## config.mk

```make
export PLATFORM = sky130hd
export DESIGN_NAME = mul_share_arb
export DESIGN_NICKNAME = d
export VERILOG_FILES = /design/src/rtl/mul_share_pkg.sv /design/src/rtl/mul_share_arb_mul_shift_add.sv /design/src/rtl/mul_share_arb.sv
export SDC_FILE = /design/constraint.sdc
export NUM_CORES = 1
export LEC_CHECK = 0
export ABC_AREA = 1
export BUFFER_PORTS_ARGS = -buffer_cell sky130_fd_sc_hd__buf_2
export CAP_MARGIN = 20
export CORE_UTILIZATION = 50
export CTS_CLUSTER_DIAMETER = 200
export DETAILED_ROUTE_END_ITERATION = 12
export GPL_TIMING_DRIVEN = 0
export PLACE_DENSITY_LB_ADDON = 0.08
export SLEW_MARGIN = 10
export SYNTH_ARGS = -nofsm -noshare
export SYNTH_HDL_FRONTEND = slang
export SYNTH_SLANG_ARGS = --single-unit
export TNS_END_PERCENT = 100
```

## constraint.sdc

```tcl
create_clock -name clk_i -period 5.3 [get_ports clk_i]
set_input_delay 1.06 -clock clk_i [delete_from_list [all_inputs] [get_ports clk_i]]
set_output_delay 1.06 -clock clk_i [all_outputs]
set_load 0.02 [all_outputs]
```

## src/rtl/mul_share_pkg.sv

```systemverilog
// Shared types and helpers for the multiplier-sharing arbiter.
// State encoding, default operand width and the round-robin pick function.
package mul_share_pkg;

    localparam int W_DEF = 8;

    localparam logic [1:0] ST_IDLE = 2'd0;
    localparam logic [1:0] ST_MUL  = 2'd1;
    localparam logic [1:0] ST_DONE = 2'd2;

    typedef enum logic [1:0] {
        S_IDLE = ST_IDLE,
        S_MUL  = ST_MUL,
        S_DONE = ST_DONE
    } state_e;

    // First set bit of req searching upward from ptr, wrapping modulo n (n <= 8).
    function automatic logic [2:0] rr_pick(input logic [7:0] req, input logic [2:0] ptr,
                                           input int unsigned n);
        logic [2:0] pick;
        logic [3:0] idx;
        logic       found;
        pick  = ptr;
        found = 1'b0;
        for (int unsigned i = 0; i < 8; i++) begin
            idx = {1'b0, ptr} + 4'(i);
            if (idx >= 4'(n)) begin
                idx = idx - 4'(n);
            end
            if (!found && (i < n) && req[idx[2:0]]) begin
                pick  = idx[2:0];
                found = 1'b1;
            end
        end
        return pick;
    endfunction

endpackage

```

## src/rtl/mul_share_arb_mul_shift_add.sv

```systemverilog
// Sequential shift-add multiplier: one multiplier bit per clock, LSB first.
// done_o marks the last bit cycle; y_bo is the product including that bit.
module mul_shift_add
    import mul_share_pkg::*;
#(
    parameter int W = W_DEF
) (
    input  logic           clk_i,
    input  logic           rst_i,
    input  logic           start_i,
    input  logic [W-1:0]   a_bi,
    input  logic [W-1:0]   b_bi,
    output logic           done_o,
    output logic [2*W-1:0] y_bo
);

    localparam int CW = (W > 1) ? $clog2(W) : 1;

    logic [2*W-1:0] acc_q;
    logic [2*W-1:0] acc_d;
    logic [2*W-1:0] a_q;
    logic [W-1:0]   b_q;
    logic [CW-1:0]  cnt_q;
    logic           run_q;

    // a_q is shifted each cycle, which equals adding a << cnt.
    assign acc_d  = acc_q + (b_q[0] ? a_q : '0);
    assign done_o = run_q && (cnt_q == CW'(W - 1));
    assign y_bo   = acc_d;

    always_ff @(posedge clk_i) begin
        if (rst_i) begin
            acc_q <= '0;
            a_q   <= '0;
            b_q   <= '0;
            cnt_q <= '0;
            run_q <= 1'b0;
        end else if (start_i) begin
            acc_q <= '0;
            a_q   <= {{W{1'b0}}, a_bi};
            b_q   <= b_bi;
            cnt_q <= '0;
            run_q <= 1'b1;
        end else if (run_q) begin
            acc_q <= acc_d;
            a_q   <= a_q << 1;
            b_q   <= b_q >> 1;
            cnt_q <= cnt_q + 1'b1;
            if (done_o) begin
                run_q <= 1'b0;
            end
        end
    end

endmodule

```

## src/rtl/mul_share_arb.sv

```systemverilog
// Round-robin arbiter sharing one shift-add multiplier among N_REQ requesters.
// Optional MUL_ZERO_SKIP_EN: a zero operand skips MUL and acks one cycle after grant.
//   state | meaning
//   IDLE  | arbitrate among req_i, latch operands of the winner
//   MUL   | multiplier stepping, one bit per clock
//   DONE  | ack pulse to grantee, pointer advances on exit
module mul_share_arb
    import mul_share_pkg::*;
#(
    parameter int N_REQ = 2,
    parameter int W     = W_DEF
) (
    input  logic               clk_i,
    input  logic               rst_i,
    input  logic [N_REQ-1:0]   req_i,
    input  logic [N_REQ*W-1:0] a_bi,
    input  logic [N_REQ*W-1:0] b_bi,
    output logic [N_REQ-1:0]   grant_o,
    output logic [N_REQ-1:0]   ack_o,
    output logic [2*W-1:0]     y_bo,
    output logic               busy_o
);

    localparam int PW = (N_REQ > 1) ? $clog2(N_REQ) : 1;

    state_e             state_q, state_d;
    logic [PW-1:0]      ptr_q, ptr_d;
    logic [PW-1:0]      g_q, g_d;
    logic [N_REQ-1:0]   grant_q, grant_d;
    logic [N_REQ-1:0]   ack_q, ack_d;
    logic [2*W-1:0]     y_q, y_d;

    logic [PW-1:0]      pick;
    logic [N_REQ-1:0]   pick_oh;
    logic [W-1:0]       a_sel;
    logic [W-1:0]       b_sel;
    logic               mul_start;
    logic               mul_done;
    logic [2*W-1:0]     mul_y;

    assign pick    = PW'(rr_pick(8'(req_i), 3'(ptr_q), N_REQ));
    assign pick_oh = N_REQ'(1) << pick;
    assign a_sel   = a_bi[int'(pick) * W +: W];
    assign b_sel   = b_bi[int'(pick) * W +: W];

    mul_shift_add #(.W(W)) u_mul (
        .clk_i   (clk_i),
        .rst_i   (rst_i),
        .start_i (mul_start),
        .a_bi    (a_sel),
        .b_bi    (b_sel),
        .done_o  (mul_done),
        .y_bo    (mul_y)
    );

    always_comb begin
        state_d   = state_q;
        ptr_d     = ptr_q;
        g_d       = g_q;
        grant_d   = grant_q;
        ack_d     = '0;
        y_d       = y_q;
        mul_start = 1'b0;
        case (state_q)
            S_IDLE: begin
                if (|req_i) begin
                    g_d     = pick;
                    grant_d = pick_oh;
`ifdef MUL_ZERO_SKIP_EN
                    if ((a_sel == '0) || (b_sel == '0)) begin
                        y_d     = '0;
                        ack_d   = pick_oh;
                        state_d = S_DONE;
                    end else begin
                        mul_start = 1'b1;
                        state_d   = S_MUL;
                    end
`else
                    mul_start = 1'b1;
                    state_d   = S_MUL;
`endif
                end
            end
            S_MUL: begin
                if (mul_done) begin
                    y_d     = mul_y;
                    ack_d   = grant_q;
                    state_d = S_DONE;
                end
            end
            S_DONE: begin
                grant_d = '0;
                ptr_d   = (g_q == PW'(N_REQ - 1)) ? '0 : g_q + 1'b1;
                state_d = S_IDLE;
            end
            default: begin
                grant_d = '0;
                state_d = S_IDLE;
            end
        endcase
    end

    always_ff @(posedge clk_i) begin
        if (rst_i) begin
            state_q <= S_IDLE;
            ptr_q   <= '0;
            g_q     <= '0;
            grant_q <= '0;
            ack_q   <= '0;
            y_q     <= '0;
        end else begin
            state_q <= state_d;
            ptr_q   <= ptr_d;
            g_q     <= g_d;
            grant_q <= grant_d;
            ack_q   <= ack_d;
            y_q     <= y_d;
        end
    end

    assign grant_o = grant_q;
    assign ack_o   = ack_q;
    assign y_bo    = y_q;
    assign busy_o  = (state_q != S_IDLE);

endmodule

```

==> results by group, run 1 <==
GRT
  • First-pass GRT wire length: 15500 um
  • Total gr overflow: 0
  • Largest net degree at the start of global routing: 15
  • Vias in the first global route: 3366
  • Gr usage total: 0.261
  • Initial antenna violation count: 0

Setup path
  • Worst path most repeated cell: nand2_1
  • Critical path peak fanout: 10
  • R2R Setup Slk: 2.67 ns
  • Reg2reg path depth: 15
  • CP Capture Type: register
  • Worst EP arrival: 2.89 ns
  • Slowest stage delay, CP: 0.46 ns
  • Nature of the critical path startpoint: register
  • CP cell instances: clkbuf_1, clkbuf_1, nand2_1, inv_1, ha_1, nand2_1, inv_1, nand2_1, nand2_1, a21oi_1, nand2_1, nand2_1, nand3_1, nand2_1, inv_1
  • CP Capture Point: y_bo[13]
  • Capture point of the worst reg-to-reg path: y_bo[13]
  • CP max-delay cell: clkbuf_1
  • Setup Crit Path Kind: reg2reg
  • Crit path required time: 5.56 ns
  • Critical Path Source: u_mul.b_q[0]
  • Worst reg2reg startpoint: u_mul.b_q[0]

Routing
  • Detailed-route wire length: 9520 um
  • Pre-antenna DRT Iters: 5
  • Routed vias/inst: 5.02
  • Drt initial violations: 220
  • Per-cell routed wire length: 12.7 um
  • Count of antenna-violating nets left after detailed routing: 0
  • Drt drc: 0
  • Vias: 3761

Timing
  • Final min period: 2.63 ns
  • Setup_tns: 0 ns
  • Final setup vio count: 0
  • Relative slew slack: 0.630
  • Fmax: 0.380 GHz
  • Worst slew pin tran: 0.556 ns
  • Unrepaired setup endpoints after global routing: no
  • Slew Viols, Final: 0
  • Final period utilization: 0.496
  • Final hold vios: 0
  • Worst Skew: 0.00986 ns
  • Final Worst Setup Slack: 2.67 ns

Logic synthesis
  • Synth Cell Area: 3820 um2
  • Top FF cell, synth: dfxtp_1
  • Synth top area cells: dfxtp_1 (36%), nand2_1 (16%), inv_1 (8.7%)
  • Async SR Flop Fraction: 0
  • Most instantiated cells after synthesis: nand2_1 (164), inv_1 (89), dfxtp_1 (68), nor2_1 (62), nand3_1 (36)
  • Synth warn: 0
  • Post-synth EDFFs: 0
  • Register bit count reported by yosys: 68
  • Syn_nets: 633
  • Avg Inst Size Synth: 6.60 um2
  • Post-synth top area share: 0.356
  • Count leader, synth: nand2_1
  • Synth cell types: 37
  • Cell taking the most area after synthesis: dfxtp_1
  • Syn Inst Count: 579
  • Sequential-to-total area share from yosys stat: 0.356

Clocking
  • Clock-pin slew on the worst setup and hold paths: 0.09 ns
  • CTS Buf Count: 9
  • Htree depth: 3
  • CTS sink count: 68
  • Clock Path Buffers: 2
  • Post-CTS resize count: 0
  • Hold_buf cts: 0
  • TritonCTS clock tree: built
  • # Post-CTS Setup Buffers: 0
  • Worst-Skew Late Latency: 0.35 ns
  • Clk root buf: clkbuf_8

Power and ir drop
  • Power per standard cell area: 265 nW/um2
  • Switching part of the total: 0.301
  • Int Pwr: 819 uW
  • Sw power: 353 uW
  • Static leakage: 2.40 nW
  • Comb pwr share: 0.141
  • Total Power: 1.17 mW
  • Part of the power in registers: 0.469
  • Clock power frac: 0.389
  • Largest vdd supply drop: 0.000169 V

Cells and area
  • Final core occ: 0.604
  • Antenna Cells: 0
  • Register Area: 1360 um2
  • Layout cells sized above 1: 0.162
  • Syn-to-layout area delta: 15.9%
  • Layout Nets: 699
  • Area of the multi-input gates: 2000 um2
  • Fin area: 4430 um2
  • Filler Cell Count: 719

Floorplan
  • CORE AREA: 7330 um2
  • Row count: 31
  • I/O pins: 57
  • Initial Util: 0.521
  • Die Wd: 89.4 um
  • Die area: 7990 um2
  • Chip Height: 89.4 um

Placed design
  • Post-DP HPWL: 7340 um
  • Final Wtd Congestion: 0.904
  • Setup slack after placement: 2.69 ns
  • Placement Cell Area: 4220 um2
  • Port Buffer Count: 55

Outcome
  • Status: finished, final reports clean

Worst hold path
  • Class of the tightest hold or removal check: reg2reg

Run
  • Max-Cap Viols: 0
==> registers in the layout, summed over array words and instances, names as in the netlist <==
register,cells
u_mul.acc_q,16
g_q,1
grant_o,2
u_mul.b_q,8
y_bo,16
ack_o,2
ptr_q,1
u_mul.run_q,1
state_q,2
u_mul.cnt_q,3
u_mul.a_q,16
==> per-layer routing <==
metal  GRT usage  wire (um)  vias to the layer above
met5           0          0                        -
met3      0.0554        492                        7
met2       0.422       4250                       88
li1            -          -                     1951
met4      0.0693         89                        0
met1       0.353       4690                     1715
==> worst min path at each step <==
| stage | startpoint | to | slack, ns | cells past startpoint |
|---|---|---|---|---|
| finish | g_q | ptr_q | 0.46 | 1 |
| global route | g_q | ptr_q | 0.49 | 1 |
| CTS | g_q | ptr_q | 0.46 | 1 |
| detailed placement | g_q | ptr_q | 0.45 | 1 |
| global placement | g_q | ptr_q | 0.45 | 1 |
| floorplan | g_q | ptr_q | 0.42 | 1 |
==> through the flow <==
stage / cells / hold slack (ns)
3_5_place_dp: 733 / 0.448
4_1_cts: 749 / 0.462
6_report: 749 / 0.457
5_1_grt: 749 / 0.486
2_1_floorplan: 579 / 0.418
3_3_place_gp: 733 / 0.450
==> critical path: cells and delay by family, from the launching register on <==
family          cells  cell delay (ns)
buf+inv             5             0.95
fa+ha+maj           1             0.29
compound gates      1             0.23
simple gates        8             0.78
flops               1             0.31
==> final cells by class <==
type                            instances  area share
Timing Repair Buffer                   55      0.0622
Sequential cell                        68       0.308
Inverter                               94      0.0803
Clock inverter                          7      0.0187
Buffer                                 21      0.0237
Multi-Input combinational cell        396       0.452
Clock buffer                            9      0.0280
Tap cell                               99      0.0280
==> cell families (layout without fill, tap and decap cells) <==
group | after synthesis | after routing | share of synthesized area
adders and majority gates | 18 | 18 | 0.0609
xor gates and xnor gates | 6 | 6 | 0.0138
buffers and inverters | 115 | 186 | 0.121
AOI/OAI and AO/OA | 84 | 84 | 0.126
DFF | 68 | 68 | 0.356
and+or+nand+nor | 288 | 288 | 0.323
==> power groups by stage <==
stage | Clock (mW) | Sequential [mW] | Combinational, mW
2_1_floorplan | 0 | 0.557 | 0.116
3_3_place_gp | 0 | 0.561 | 0.162
3_5_place_dp | 0 | 0.561 | 0.165
4_1_cts | 0.465 | 0.550 | 0.166
5_1_grt | 0.487 | 0.552 | 0.185
6_report | 0.456 | 0.550 | 0.166
==> layout by cell type, fill, tap and decap left out, types with 3 or more instances in the layout <==
master and count:
a21oi_1 25, a22oi_1 3, a31oi_1 12, buf_2 63, clkbuf_1 8, clkbuf_8 9, dfxtp_1 68, ha_1 17
inv_1 89, inv_2 4, inv_6 3, nand2_1 164, nand2_2 9, nand3_1 36, nor2_1 62, nor3_1 3
o211ai_1 9, o21ai_0 32, xnor2_1 3, xor2_1 3
No activity file was read; power rests on OpenSTA's default activity.
==> run 2: changes to the inputs <==
--- a/config.mk
+++ b/config.mk
@@ -5,7 +5,7 @@
 export SDC_FILE = /design/constraint.sdc
 export NUM_CORES = 1
 export LEC_CHECK = 0
-export ABC_AREA = 1
+export ABC_AREA = 0
 export BUFFER_PORTS_ARGS = -buffer_cell sky130_fd_sc_hd__buf_2
 export CAP_MARGIN = 20
 export CORE_UTILIZATION = 50
==> constraint.sdc (replaced) <==
create_clock -name clk_i -period 2.6 [get_ports clk_i]
set_input_delay 0.52 -clock clk_i [delete_from_list [all_inputs] [get_ports clk_i]]
set_output_delay 0.52 -clock clk_i [all_outputs]
set_load 0.02 [all_outputs]
==> results by group, run 2 <==
Outcome
  • Status: complete, but fails checks
  • Violated checks: negative setup slack

Cells and area
  • Final core occ: 0.627
  • Most frequent cells in the layout: dfxtp_1 (67), buf_2 (61), nor2_1 (48)
  • Antenna Cells: 0
  • Fin area: 4330 um2
  • Layout cells sized above 1: 0.213
  • Layout Nets: 557
  • Filler Cell Count: 692
  • Syn-to-layout area delta: 19.7%
  • Commonest non-fill, non-tap cell in the layout: dfxtp_1

Timing
  • Relative slew slack: 0.564
  • Worst Skew: 0.0108 ns
  • Final period utilization: 1.00
  • Final min period: 2.60 ns
  • Worst slew pin tran: 0.654 ns
  • Final setup vio count: 1
  • Setup_tns: -0.00427 ns
  • Unrepaired setup endpoints after global routing: yes
  • Fmax: 0.384 GHz
  • Slew Viols, Final: 0
  • Final hold vios: 0
  • Final Worst Setup Slack: -0.00427 ns

Logic synthesis
  • Synth warn: 0
  • Sequential-to-total area share from yosys stat: 0.376
  • Cell taking the most area after synthesis: dfxtp_1
  • Post-synthesis mux area share: 0.0387
  • Count leader, synth: dfxtp_1
  • Post-Synth XOR/XNOR Area: 0.0190
  • Top FF cell, synth: dfxtp_1
  • Post-synth top area share: 0.376
  • Post-synth EDFFs: 0
  • Post-synthesis compound-gate area fraction: 0.250
  • Async SR Flop Fraction: 0
  • Adder-Cell Fraction of Synth Area: 0.0643
  • Syn_nets: 487
  • Combinational family with the most area after synthesis: compound AO/OA/AOI/OAI gates
  • Synth top area cells: dfxtp_1 (38%), ha_1 (5.9%), nor2_1 (5.0%)
  • Most instantiated cells after synthesis: dfxtp_1 (68), nor2_1 (48), o21ai_0 (35), nand2_1 (31), a21oi_1 (28)
  • Synth cell types: 56
  • Register bit count reported by yosys: 68
  • Avg Inst Size Synth: 8.35 um2
  • Syn Inst Count: 433
  • Simple-Gate Fraction of Synth Area: 0.207
  • Synth Cell Area: 3620 um2

Setup path
  • R2R Setup Slk: -0.004 ns
  • Capture point of the worst reg-to-reg path: u_mul.acc_q[8]
  • Worst reg2reg startpoint: u_mul.b_q[0]
  • CP Capture Point: u_mul.acc_q[8]
  • Crit path required time: 2.81 ns
  • Worst EP arrival: 2.82 ns
  • Nature of the critical path startpoint: register
  • Reg2reg path depth: 9
  • Setup Crit Path Kind: reg2reg
  • Critical Path Source: u_mul.b_q[0]
  • CP Capture Type: register
  • Critical path peak fanout: 10

Routing
  • Per-cell routed wire length: 16.6 um
  • Vias: 3600
  • Drt drc: 0
  • Drt initial violations: 266
  • Count of antenna-violating nets left after detailed routing: 0
  • Detailed-route wire length: 10000 um
  • Routed vias/inst: 5.96
  • Pre-antenna DRT Iters: 5

Floorplan
  • Chip Height: 87.1 um
  • CORE AREA: 6910 um2
  • Die area: 7580 um2
  • Die Wd: 87.1 um
  • Initial Util: 0.524
  • I/O pins: 57
  • Row count: 30

GRT
  • First-pass GRT wire length: 16500 um
  • Initial antenna violation count: 0
  • Total gr overflow: 0
  • Vias in the first global route: 3256
  • Gr usage total: 0.286
  • Largest net degree at the start of global routing: 12

Clocking
  • CTS Buf Count: 9
  • Worst-Skew Late Latency: 0.35 ns
  • CTS sink count: 68
  • Clk root buf: clkbuf_8
  • Clock-pin slew on the worst setup and hold paths: 0.08 ns
  • TritonCTS clock tree: built
  • Clock Path Buffers: 2
  • Hold_buf cts: 0
  • Htree depth: 3

Placed design
  • Port Buffer Count: 56
  • Post-DP HPWL: 7260 um
  • Final Wtd Congestion: 0.897
  • Placement Cell Area: 4020 um2

Power and ir drop
  • Power per standard cell area: 533 nW/um2
  • Total Power: 2.31 mW
  • Largest vdd supply drop: 0.000300 V
  • Static leakage: 1.79 nW

Worst hold path
  • Class of the tightest hold or removal check: in2reg

Run
  • Max-Cap Viols: 0
[run 2: cell types whose count changed after synthesis, sizes merged, moves of 9 or more]
| cell | change |
|---|---|
| a22oi | +11 |
| nor2 | -17 |
| and3 | +9 |
| a31oi | -11 |
| mux2i | +14 |
| and2 | +14 |
| a211oi | +19 |
| inv | -90 |
| nand3 | -11 |
| nand2 | -143 |
| clkbuf | +9 |
[run 2: report_power, final]
group | switching [mW] | leakage, nW | internal (mW)
registers | 0.0280 | 0.553 | 1.08
logic | 0.182 | 1.13 | 0.117
clock network | 0.411 | 0.102 | 0.493
total | 0.621 | 1.79 | 1.69
[run 2: through the flow]
stage,instances,hold WS (ns),setup WS [ns]
floorplan,433,0.450,0.00106
CTS,605,0.429,-0.00282
finish,604,0.431,-0.00427
detailed placement,585,0.446,-0.389
global route,604,0.432,-0.0616
global placement,585,0.440,-0.353
[run 2: worst min path at each step]
stage | from | cells after the start | slack, ns | endpoint
after CTS | b_bi[15] | 3 | 0.43 | u_mul.b_q[7]
after global placement | y_bo[5] | 2 | 0.44 | y_bo[5]
after floorplan | u_mul.acc_q[5] | 2 | 0.45 | u_mul.acc_q[5]
final | b_bi[15] | 3 | 0.43 | u_mul.b_q[7]
after detailed placement | y_bo[7] | 2 | 0.45 | y_bo[7]
after global routing | b_bi[15] | 3 | 0.43 | u_mul.b_q[7]
[run 2: critical path: stages, from the launching register on]
cell,delay [ns]
dfxtp_4,0.37
buf_8,0.14
and2_4,0.16
ha_4,0.16
fa_2,0.37
a21o_1,0.18
a311o_1,0.34
a221o_1,0.37
xnor2_2,0.26
o22ai_1,0.11
[run 2: final cells by class]
type	count	area (um2)	share of cell area
multi-input cells	330	2160	0.499
flip-flops and latches	68	1370	0.315
repair buffers	61	318	0.0734
clock buffers	12	155	0.0358
plain buffers	28	146	0.0338
well taps	96	120	0.0277
clock inverters	4	47.5	0.0110
inverters	5	18.8	0.00433
[run 2: logic make-up (layout without fill, tap and decap cells)]
group | after synthesis | in the layout
adders and majority gates | 18 | 18
DFF | 68 | 68
and+or+nand+nor | 157 | 157
AOI/OAI and AO/OA | 134 | 134
buffers and inverters | 35 | 110
muxes | 14 | 14
xor gates and xnor gates | 7 | 7
[run 2: timing repair]
action	4_1_cts	5_1_grt
hold endpoints to repair	0	0
setup endpoints to repair	15	14
setup buffers	4	1
pin swaps	5	3
cloned	0	0
gates resized for setup	8	14
[run 2: per-layer routing]
layer	up-vias	GRT usage	share of wire
li1	1740	-	-
met1	1681	0.414	0.46
met2	166	0.427	0.44
met3	13	0.0436	0.083
met4	0	0.106	0.015
met5	-	0	0
